<file path="src/rtl/apb_pkg.sv">
// apb_pkg: shared types and constants for the APB bridge master.
//   - apb_state_e : bridge FSM states (idle, setup, access, error response)
//   - APB_AW/APB_DW : APB register address / data widths
//   - SLV_IDX_LSB/SLV_IDX_W : location of the slave index inside a request address
//   - slv_idx() : pulls the slave index out of a 32-bit request address
package apb_pkg;

    localparam int unsigned APB_AW      = 8;
    localparam int unsigned APB_DW      = 8;
    localparam int unsigned SLV_IDX_LSB = 12;
    localparam int unsigned SLV_IDX_W   = 4;

    typedef enum logic [1:0] {
        StIdle,
        StSetup,
        StAccess,
        StErr
    } apb_state_e;

    function automatic logic [SLV_IDX_W-1:0] slv_idx(input logic [31:0] addr);
        return addr[SLV_IDX_LSB +: SLV_IDX_W];
    endfunction

endpackage

</file>
<file path="src/rtl/apb_addr_decode.sv">
// apb_addr_decode: combinational request-address decoder.
// An address is mapped when addr[31:16] equals BASE and the slave index
// addr[15:12] is below NSLV; the matching slave gets a one-hot select.
// Ports:
//   addr   in  32    request byte address
//   sel    out NSLV  one-hot slave select (all zero when unmapped)
//   mapped out 1     address hits an existing slave
module apb_addr_decode
    import apb_pkg::*;
#(
    parameter int unsigned NSLV = 4,
    parameter logic [15:0] BASE = 16'h1FD0
) (
    input  logic [31:0]     addr,
    output logic [NSLV-1:0] sel,
    output logic            mapped
);

    logic [SLV_IDX_W-1:0] idx;
    logic                 base_hit;
    logic                 idx_hit;
    logic                 unused_addr;

    assign idx      = slv_idx(addr);
    assign base_hit = (addr[31:16] == BASE);
    assign idx_hit  = (32'(idx) < NSLV);
    assign mapped   = base_hit & idx_hit;
    assign sel      = mapped ? (NSLV'(1) << idx) : '0;

    // Register offset bits play no part in slave selection.
    assign unused_addr = ^addr[SLV_IDX_LSB-1:0];

endmodule

</file>
<file path="src/rtl/apb_bridge_master.sv">
// apb_bridge_master: request/response to APB initiator.
// Accepts one request in IDLE, runs SETUP then ACCESS on the selected slave
// and returns a registered one-cycle response. Unmapped addresses skip the
// APB cycle and get an error response one cycle after acceptance.
// Optional build macro APB_PREADY_EN: adds the apb_ready port; ACCESS then
// waits for the selected slave's ready, with a TIMEOUT-cycle error bailout.
// Ports:
//   clk, rst                 clock, asynchronous active-low reset
//   req_valid/req_ready      request handshake (ready only in IDLE)
//   req_wr/req_addr/req_wdata request direction, address, write data
//   resp_valid/resp_rdata/resp_err one-cycle response pulse
//   apb_sel/apb_en/apb_addr/apb_wen/apb_wdata  APB initiator outputs
//   apb_rdata                per-slave read data, slave i at [8i+7:8i]
//   apb_ready                per-slave ready (APB_PREADY_EN only)
module apb_bridge_master
    import apb_pkg::*;
#(
    parameter int unsigned NSLV    = 4,
    parameter logic [15:0] BASE    = 16'h1FD0,
    parameter int unsigned TIMEOUT = 255
) (
    input  logic                   clk,
    input  logic                   rst,
    input  logic                   req_valid,
    output logic                   req_ready,
    input  logic                   req_wr,
    input  logic [31:0]            req_addr,
    input  logic [APB_DW-1:0]      req_wdata,
    output logic                   resp_valid,
    output logic [APB_DW-1:0]      resp_rdata,
    output logic                   resp_err,
    output logic [NSLV-1:0]        apb_sel,
    output logic                   apb_en,
    output logic [APB_AW-1:0]      apb_addr,
    output logic                   apb_wen,
    output logic [APB_DW-1:0]      apb_wdata,
    input  logic [APB_DW*NSLV-1:0] apb_rdata
`ifdef APB_PREADY_EN
    ,
    input  logic [NSLV-1:0]        apb_ready
`endif
);

    apb_state_e        state_q, state_d;
    logic [NSLV-1:0]   sel_q, sel_d;
    logic              wr_q, wr_d;
    logic [APB_AW-1:0] addr_q, addr_d;
    logic [APB_DW-1:0] wdata_q, wdata_d;
    logic              resp_valid_q, resp_valid_d;
    logic              resp_err_q, resp_err_d;
    logic [APB_DW-1:0] resp_rdata_q, resp_rdata_d;

    logic [NSLV-1:0]   dec_sel;
    logic              dec_mapped;
    logic [APB_DW-1:0] rdata_mux;
    logic              in_xfer;

`ifdef APB_PREADY_EN
    logic [7:0] wait_q, wait_d;
    logic [7:0] wait_inc;
    logic       slv_ready;

    assign slv_ready = |(apb_ready & sel_q);
    assign wait_inc  = wait_q + 8'd1;
`else
    logic unused_cfg;
    assign unused_cfg = ^32'(TIMEOUT);
`endif

    apb_addr_decode #(
        .NSLV (NSLV),
        .BASE (BASE)
    ) u_decode (
        .addr   (req_addr),
        .sel    (dec_sel),
        .mapped (dec_mapped)
    );

    // AND-OR mux keyed by the latched one-hot select.
    always_comb begin
        rdata_mux = '0;
        for (int unsigned i = 0; i < NSLV; i++) begin
            rdata_mux = rdata_mux | (apb_rdata[i*APB_DW +: APB_DW] & {APB_DW{sel_q[i]}});
        end
    end

    always_comb begin
        state_d      = state_q;
        sel_d        = sel_q;
        wr_d         = wr_q;
        addr_d       = addr_q;
        wdata_d      = wdata_q;
        resp_valid_d = 1'b0;
        resp_err_d   = 1'b0;
        resp_rdata_d = '0;
`ifdef APB_PREADY_EN
        wait_d       = wait_q;
`endif
        unique case (state_q)
            StIdle: begin
                if (req_valid) begin
                    if (dec_mapped) begin
                        // APB-side registers only move on real transfers, so
                        // they keep the last transfer's values across errors.
                        sel_d   = dec_sel;
                        wr_d    = req_wr;
                        addr_d  = req_addr[APB_AW-1:0];
                        wdata_d = req_wdata;
                        state_d = StSetup;
                    end else begin
                        state_d = StErr;
                    end
                end
            end
            StSetup: begin
                state_d = StAccess;
`ifdef APB_PREADY_EN
                wait_d  = '0;
`endif
            end
            StAccess: begin
`ifdef APB_PREADY_EN
                if (slv_ready) begin
                    resp_valid_d = 1'b1;
                    resp_rdata_d = wr_q ? '0 : rdata_mux;
                    state_d      = StIdle;
                end else begin
                    wait_d = wait_inc;
                    if (wait_inc >= 8'(TIMEOUT)) begin
                        resp_valid_d = 1'b1;
                        resp_err_d   = 1'b1;
                        state_d      = StIdle;
                    end
                end
`else
                resp_valid_d = 1'b1;
                resp_rdata_d = wr_q ? '0 : rdata_mux;
                state_d      = StIdle;
`endif
            end
            StErr: begin
                resp_valid_d = 1'b1;
                resp_err_d   = 1'b1;
                state_d      = StIdle;
            end
            default: state_d = StIdle;
        endcase
    end

    always_ff @(posedge clk or negedge rst) begin
        if (!rst) begin
            state_q      <= StIdle;
            sel_q        <= '0;
            wr_q         <= 1'b0;
            addr_q       <= '0;
            wdata_q      <= '0;
            resp_valid_q <= 1'b0;
            resp_err_q   <= 1'b0;
            resp_rdata_q <= '0;
        end else begin
            state_q      <= state_d;
            sel_q        <= sel_d;
            wr_q         <= wr_d;
            addr_q       <= addr_d;
            wdata_q      <= wdata_d;
            resp_valid_q <= resp_valid_d;
            resp_err_q   <= resp_err_d;
            resp_rdata_q <= resp_rdata_d;
        end
    end

`ifdef APB_PREADY_EN
    always_ff @(posedge clk or negedge rst) begin
        if (!rst) begin
            wait_q <= '0;
        end else begin
            wait_q <= wait_d;
        end
    end
`endif

    // Select/enable decode straight from the state register so an async
    // reset drops them without waiting for a clock edge.
    assign in_xfer    = (state_q == StSetup) || (state_q == StAccess);
    assign req_ready  = (state_q == StIdle);
    assign apb_sel    = in_xfer ? sel_q : '0;
    assign apb_en     = (state_q == StAccess);
    assign apb_wen    = in_xfer & wr_q;
    assign apb_addr   = addr_q;
    assign apb_wdata  = wdata_q;
    assign resp_valid = resp_valid_q;
    assign resp_err   = resp_err_q;
    assign resp_rdata = resp_rdata_q;

endmodule

</file>
<file path="config.mk">
export PLATFORM = sky130hd
export DESIGN_NAME = apb_bridge_master
export DESIGN_NICKNAME = d
export VERILOG_FILES = /design/src/rtl/apb_pkg.sv /design/src/rtl/apb_addr_decode.sv /design/src/rtl/apb_bridge_master.sv
export SDC_FILE = /design/constraint.sdc
export NUM_CORES = 1
export LEC_CHECK = 0
export BUFFER_PORTS_ARGS = -buffer_cell sky130_fd_sc_hd__buf_4
export CORE_UTILIZATION = 28
export DETAILED_ROUTE_END_ITERATION = 16
export GPL_TIMING_DRIVEN = 1
export MAX_ROUTING_LAYER = met4
export PLACE_DENSITY = 0.58
export SYNTH_ARGS = -nofsm -noshare
export SYNTH_HDL_FRONTEND = slang
export SYNTH_SLANG_ARGS = --single-unit
</file>
<file path="constraint.sdc">
create_clock -name clk -period 2.1 [get_ports clk]
set_clock_uncertainty 0.2 [all_clocks]
set_input_delay 0.105 -clock clk [delete_from_list [all_inputs] [get_ports clk]]
set_output_delay 0.105 -clock clk [all_outputs]
set_load 0.01 [all_outputs]
</file>
# Word-level counts from Yosys, hierarchy flattened

Index checks and enable logic that the tools add are counted.

Bitwise gates (word level): 9
Equal/unequal tests: 5
Reduce and logical (&&, ||, !) cells: 4
Shifts and indexed selects: 1
Magnitude comparators: 1
Mux-type cells: 8

Operator list:

| cell                                                  | number |
|---|---|
| bitwise AND 8 bit                                     | 4 |
| bitwise OR 8 bit                                      | 3 |
| equality test 16 x 13 -> 1 bit, second input constant | 1 |
| 2-to-1 mux 8 bit                                      | 2 |
| case mux 2 bit (3 select lines)                       | 1 |
| equality test 2 bit, second input constant            | 2 |
| < comparator 4 x 3 -> 1 bit, second input constant    | 1 |
| 2-to-1 mux 2 bit                                      | 2 |
| 2-to-1 mux 4 bit                                      | 1 |
| << shifter 1 x 4 -> 4 bit, first input constant       | 1 |
| AND reduction 3 bit                                   | 1 |
| bitwise AND 1 bit                                     | 2 |
| equality test 2 x 1 -> 1 bit, second input constant   | 1 |
| logical NOT 2 bit                                     | 1 |
| 2-to-1 mux 1 bit                                      | 2 |
| != test 2 bit, second input constant                  | 1 |
| OR reduction 2 bit                                    | 1 |
| logical OR 1 bit                                      | 1 |

Flip-flop bits (word level): 33

# Logic depth before layout (Yosys ltp)

Word-level depth: 6
Depth in mapped cells: 6
Depth with buffers taken out: 5

# Cells and area by module

A second synthesis with hierarchy kept.

Cells, all modules: 121
Area total of the unflattened synthesis: 1,607.8 um^2

By module, submodules not included:

| module            | cells each | area each (um^2) | times used | seq. area each (um^2) |
|---|---|---|---|---|
| apb_bridge_master | 106        | 1,506.4          | 1          | 825.8 |
| apb_addr_decode   | 15         | 101.3            | 1          | 0.0 |

# Least setup slack after synthesis

No wires, ideal clock.

Path type: register -> register
Start point: register state_q[0]
End point: register addr_q[0] (netlist: apb_addr[0])
Data arrival time: 1,656 ps
Required time: 1,775 ps
Cell stages (with the launch flop): 7
Slack: 119 ps
Cells stage by stage: dfrtp_1 -> inv_1 -> ha_1 -> nand2_1 -> nor4_4 -> buf_6 -> mux2_2

Word-level cells in the longest chain between the ends: 2

Ends and longest elaborated chain:

| what                          | line                     | source |
|---|---|---|
| start: declaration            | apb_bridge_master.sv:44  | `apb_state_e state_q, state_d;` |
| start signal: assignment      | apb_bridge_master.sv:152 | `state_q <= StIdle;` |
| start signal: assignment      | apb_bridge_master.sv:161 | `state_q <= state_d;` |
| logical NOT 2 bit             | -                        |  |
| via req_ready                 | apb_bridge_master.sv:25  | `output logic req_ready,` |
| AND reduction 3 bit (no line) | -                        |  |
| end signal: assignment        | apb_bridge_master.sv:164 | `addr_q <= addr_d;` |
| end: declaration              | apb_bridge_master.sv:47  | `logic [APB_AW-1:0] addr_q, addr_d;` |

The timed path passes the listed nets, and every way through them passes these cells.
A chain may end at the register's enable or synchronous reset.

# Worst setup path after layout

Start point: register state_q[1]
End point: register wdata_q[5] (netlist: apb_wdata[5])

Word-level cells in the longest chain between the ends: 2

Ends and longest elaborated chain:

| what                          | line                     | source |
|---|---|---|
| logical NOT 2 bit             | apb_bridge_master.sv:99  | `unique case (state_q)` |
| AND reduction 3 bit (no line) | -                        |  |
| end signal: assignment        | apb_bridge_master.sv:165 | `wdata_q <= wdata_d;` |
| end: declaration              | apb_bridge_master.sv:48  | `logic [APB_DW-1:0] wdata_q, wdata_d;` |

No other way between the ends.

==> metrics <==
fmax=0.5020 GHz; Final nets=around 360; final hold violation count=0; Reg clk slew, reported paths=70 ps; first-pass GRT wire length=between 6000 and 7000 µm; Seq cells post-synth=33; n_diodes=0; maximum vdd drop=0.2475 mV; startpoint type of the worst setup path=flop; sequential element share of the synthesized area=0.5446; ys async rst share=1.000; DR vias=1,552; I/O Buffers=104; Syn. warnings=0; data required time of the worst path=2070 ps; area grow syn2layout=95.71%; met2 wire len=about 2600 µm; fin crit share=0.9485; core area=roughly 5200 µm²; final max-slew violation count=0; drt wl/cell=14.23 µm; GR Overflow Total=0; Pleak=1.457 nW; Arrival @ worst endpoint=1960 ps; Pre-antenna DRT Iters=4; power per cell area=approximately 550 nW/µm²; critical path peak fanout=8; fraction of final layout cells sized beyond drive strength 1=0.5090; actual slew at the worst max-slew pin=407.7 ps; Core Util, Final=0.5738; slew margin rel.=0.7282; hold slack=1.750 ps; prevailing post-synth register cell=dfrtp_1; worst hold path class=in -> reg; # DRC=0; detailed route wirelength on metal3=263 µm; Vias/cell=4.473; die area=5714 µm²; mean area per synthesized cell=12.64 µm²; status=finished, final reports clean; chip height=75.59 µm; Post-synth EDFFs=0; Final setup viols=0; worst skew pair latency=280 ps; CTS root buf=clkbuf_8; Initial Util=0.2932; total negative slack=0 ps; Die W=roughly 76 µm; placed wire-length estimate=between 3000 and 4000 µm; Synth Cell Area=1516 µm²; # IOs=109; Antenna Violating Nets Remaining=0; # clock sinks=33; # rows=26; Synth Net Count=201; Total GRT Usage=0.1729; crit end category=flop; Syn Inst Count=120; Placer Congestion=roughly 0.73; Crit Path Class=reg -> reg; RSZ-0062 raised after global routing=no; uppermost layer routed=met4; Clock Path Buffers=2; clock period minus worst slack=1992 ps; initial antenna violation count=0; H-tree levels=2; largest net degree at the start of global routing=34; met1 wire length=1989 µm; MaxCap Viol Count=0; fill cell count=441; synth unique cells=24; final WL=4937 µm; Inserted Clock Buffers=5; vias in the first global route=1,446; CTS tree=done; Iter 0 DRT Violations=34
-- state kept, by name (all words and copies together) (netlist names) --
register    cells
sel_q           4
resp_err        1
state_q         2
wr_q            1
resp_valid      1
apb_addr        8
resp_rdata      8
apb_wdata       8
-- path summary, 6_finish.rpt --
path	from	end	slack [ps]	cells past startpoint
setup / recovery	state_q[1]	apb_wdata[5]	110	7
hold / removal	req_addr[12]	sel_q[2]	2	3
setup reg to reg	state_q[1]	apb_wdata[5]	110	7
hold reg to reg	apb_wdata[4]	apb_wdata[4]	300	1
max in group asynchronous	rst	resp_valid	1310	2
min in group asynchronous	rst	apb_addr[3]	100	2
-- stage by stage --
stage / setup slack (ps) / power [mW] / instance area [µm²] / instances
finish: 108.1 / 1.628 / 2968 / 347
global placement: 77.47 / 1.121 / 2379 / 290
global route: 45.00 / 1.726 / 2968 / 347
floorplan: 118.8 / 0.8858 / 1516 / 120
CTS: 24.80 / 1.651 / 2935 / 345
detailed placement: 63.52 / 1.125 / 2379 / 290
-- repair_timing --
action                     in CTS  in global routing
resized for setup               0                  1
hold endpoints to repair       59                  0
hold buffers                   47                  0
setup buffers                   0                  1
setup endpoints to repair       0                 21
-- synth_stat cells, types with 3 or more instances --
cell | instances | share of area
dfrtp_1 | 33 | 0.54
mux2_2 | 20 | 0.15
a22oi_1 | 16 | 0.079
a21oi_1 | 8 | 0.026
and2_1 | 5 | 0.021
clkbuf_1 | 5 | 0.012
ha_1 | 5 | 0.041
nand2_1 | 4 | 0.0099
inv_1 | 3 | 0.0074
nor2_1 | 3 | 0.0074
-- power by group --
| part | internal (mW) | leakage [nW] | switching [mW] | total [mW] |
|---|---|---|---|---|
| sequential | 0.672 | 0.455 | 0.0230 | 0.696 |
| clock | 0.228 | 0.0439 | 0.237 | 0.466 |
| combinational | 0.250 | 0.958 | 0.217 | 0.467 |
| total | 1.15 | 1.46 | 0.477 | 1.63 |
-- layout by cell type, fill, tap and decap left out, drive strengths merged --
master / instances
o22ai: 1
o21ai: 2
and2: 5
nand2: 4
dlygate4sd3: 47
nand4b: 1
or2: 1
nand2b: 2
or4b: 1
dfrtp: 33
inv: 3
buf: 108
clkinvlp: 1
nand3: 1
clkbuf: 6
ha: 5
a21oi: 8
nor2: 3
nor4: 3
and4b: 1
nor4b: 1
mux2: 21
and3: 1
a22oi: 16
clkinv: 2
-- final cells by class --
type	instances	area (µm²)	share of cell area
tap	70	87.58	0.02951
multi-input combinational	77	638.1	0.2150
sequential	33	825.8	0.2782
clock buffer	5	68.82	0.02319
inverter	3	11.26	0.003794
clock inverter	3	17.52	0.005902
timing repair buffer	156	1319	0.4443
-- cells by family (layout without fill, tap and decap cells) --
family | after synthesis | after routing | share of synthesized area
adder cells (fa/ha/maj) | 5 | 5 | 0.04125
AO/OA/AOI/OAI | 27 | 27 | 0.1163
flip-flops | 33 | 33 | 0.5446
AND/OR/NAND/NOR | 24 | 24 | 0.1073
multiplexers | 21 | 21 | 0.1559
buffers and inverters | 10 | 167 | 0.03465
-- layer usage --
metal | vias up | GRT usage
li1 | 753 | -
met1 | 739 | 0.1853
met2 | 54 | 0.3085
met3 | 6 | 0.04365
met4 | 0 | 0.06173
met5 | - | -
-- worst max-delay path: stages (launching register included) --
cell       delay, ps
dfrtp_1          410
inv_2             90
ha_1             180
nand2_1          100
nor4_4           210
buf_4            200
clkbuf_16        160
mux2_2           320
(Power assumes the default switching activity.)
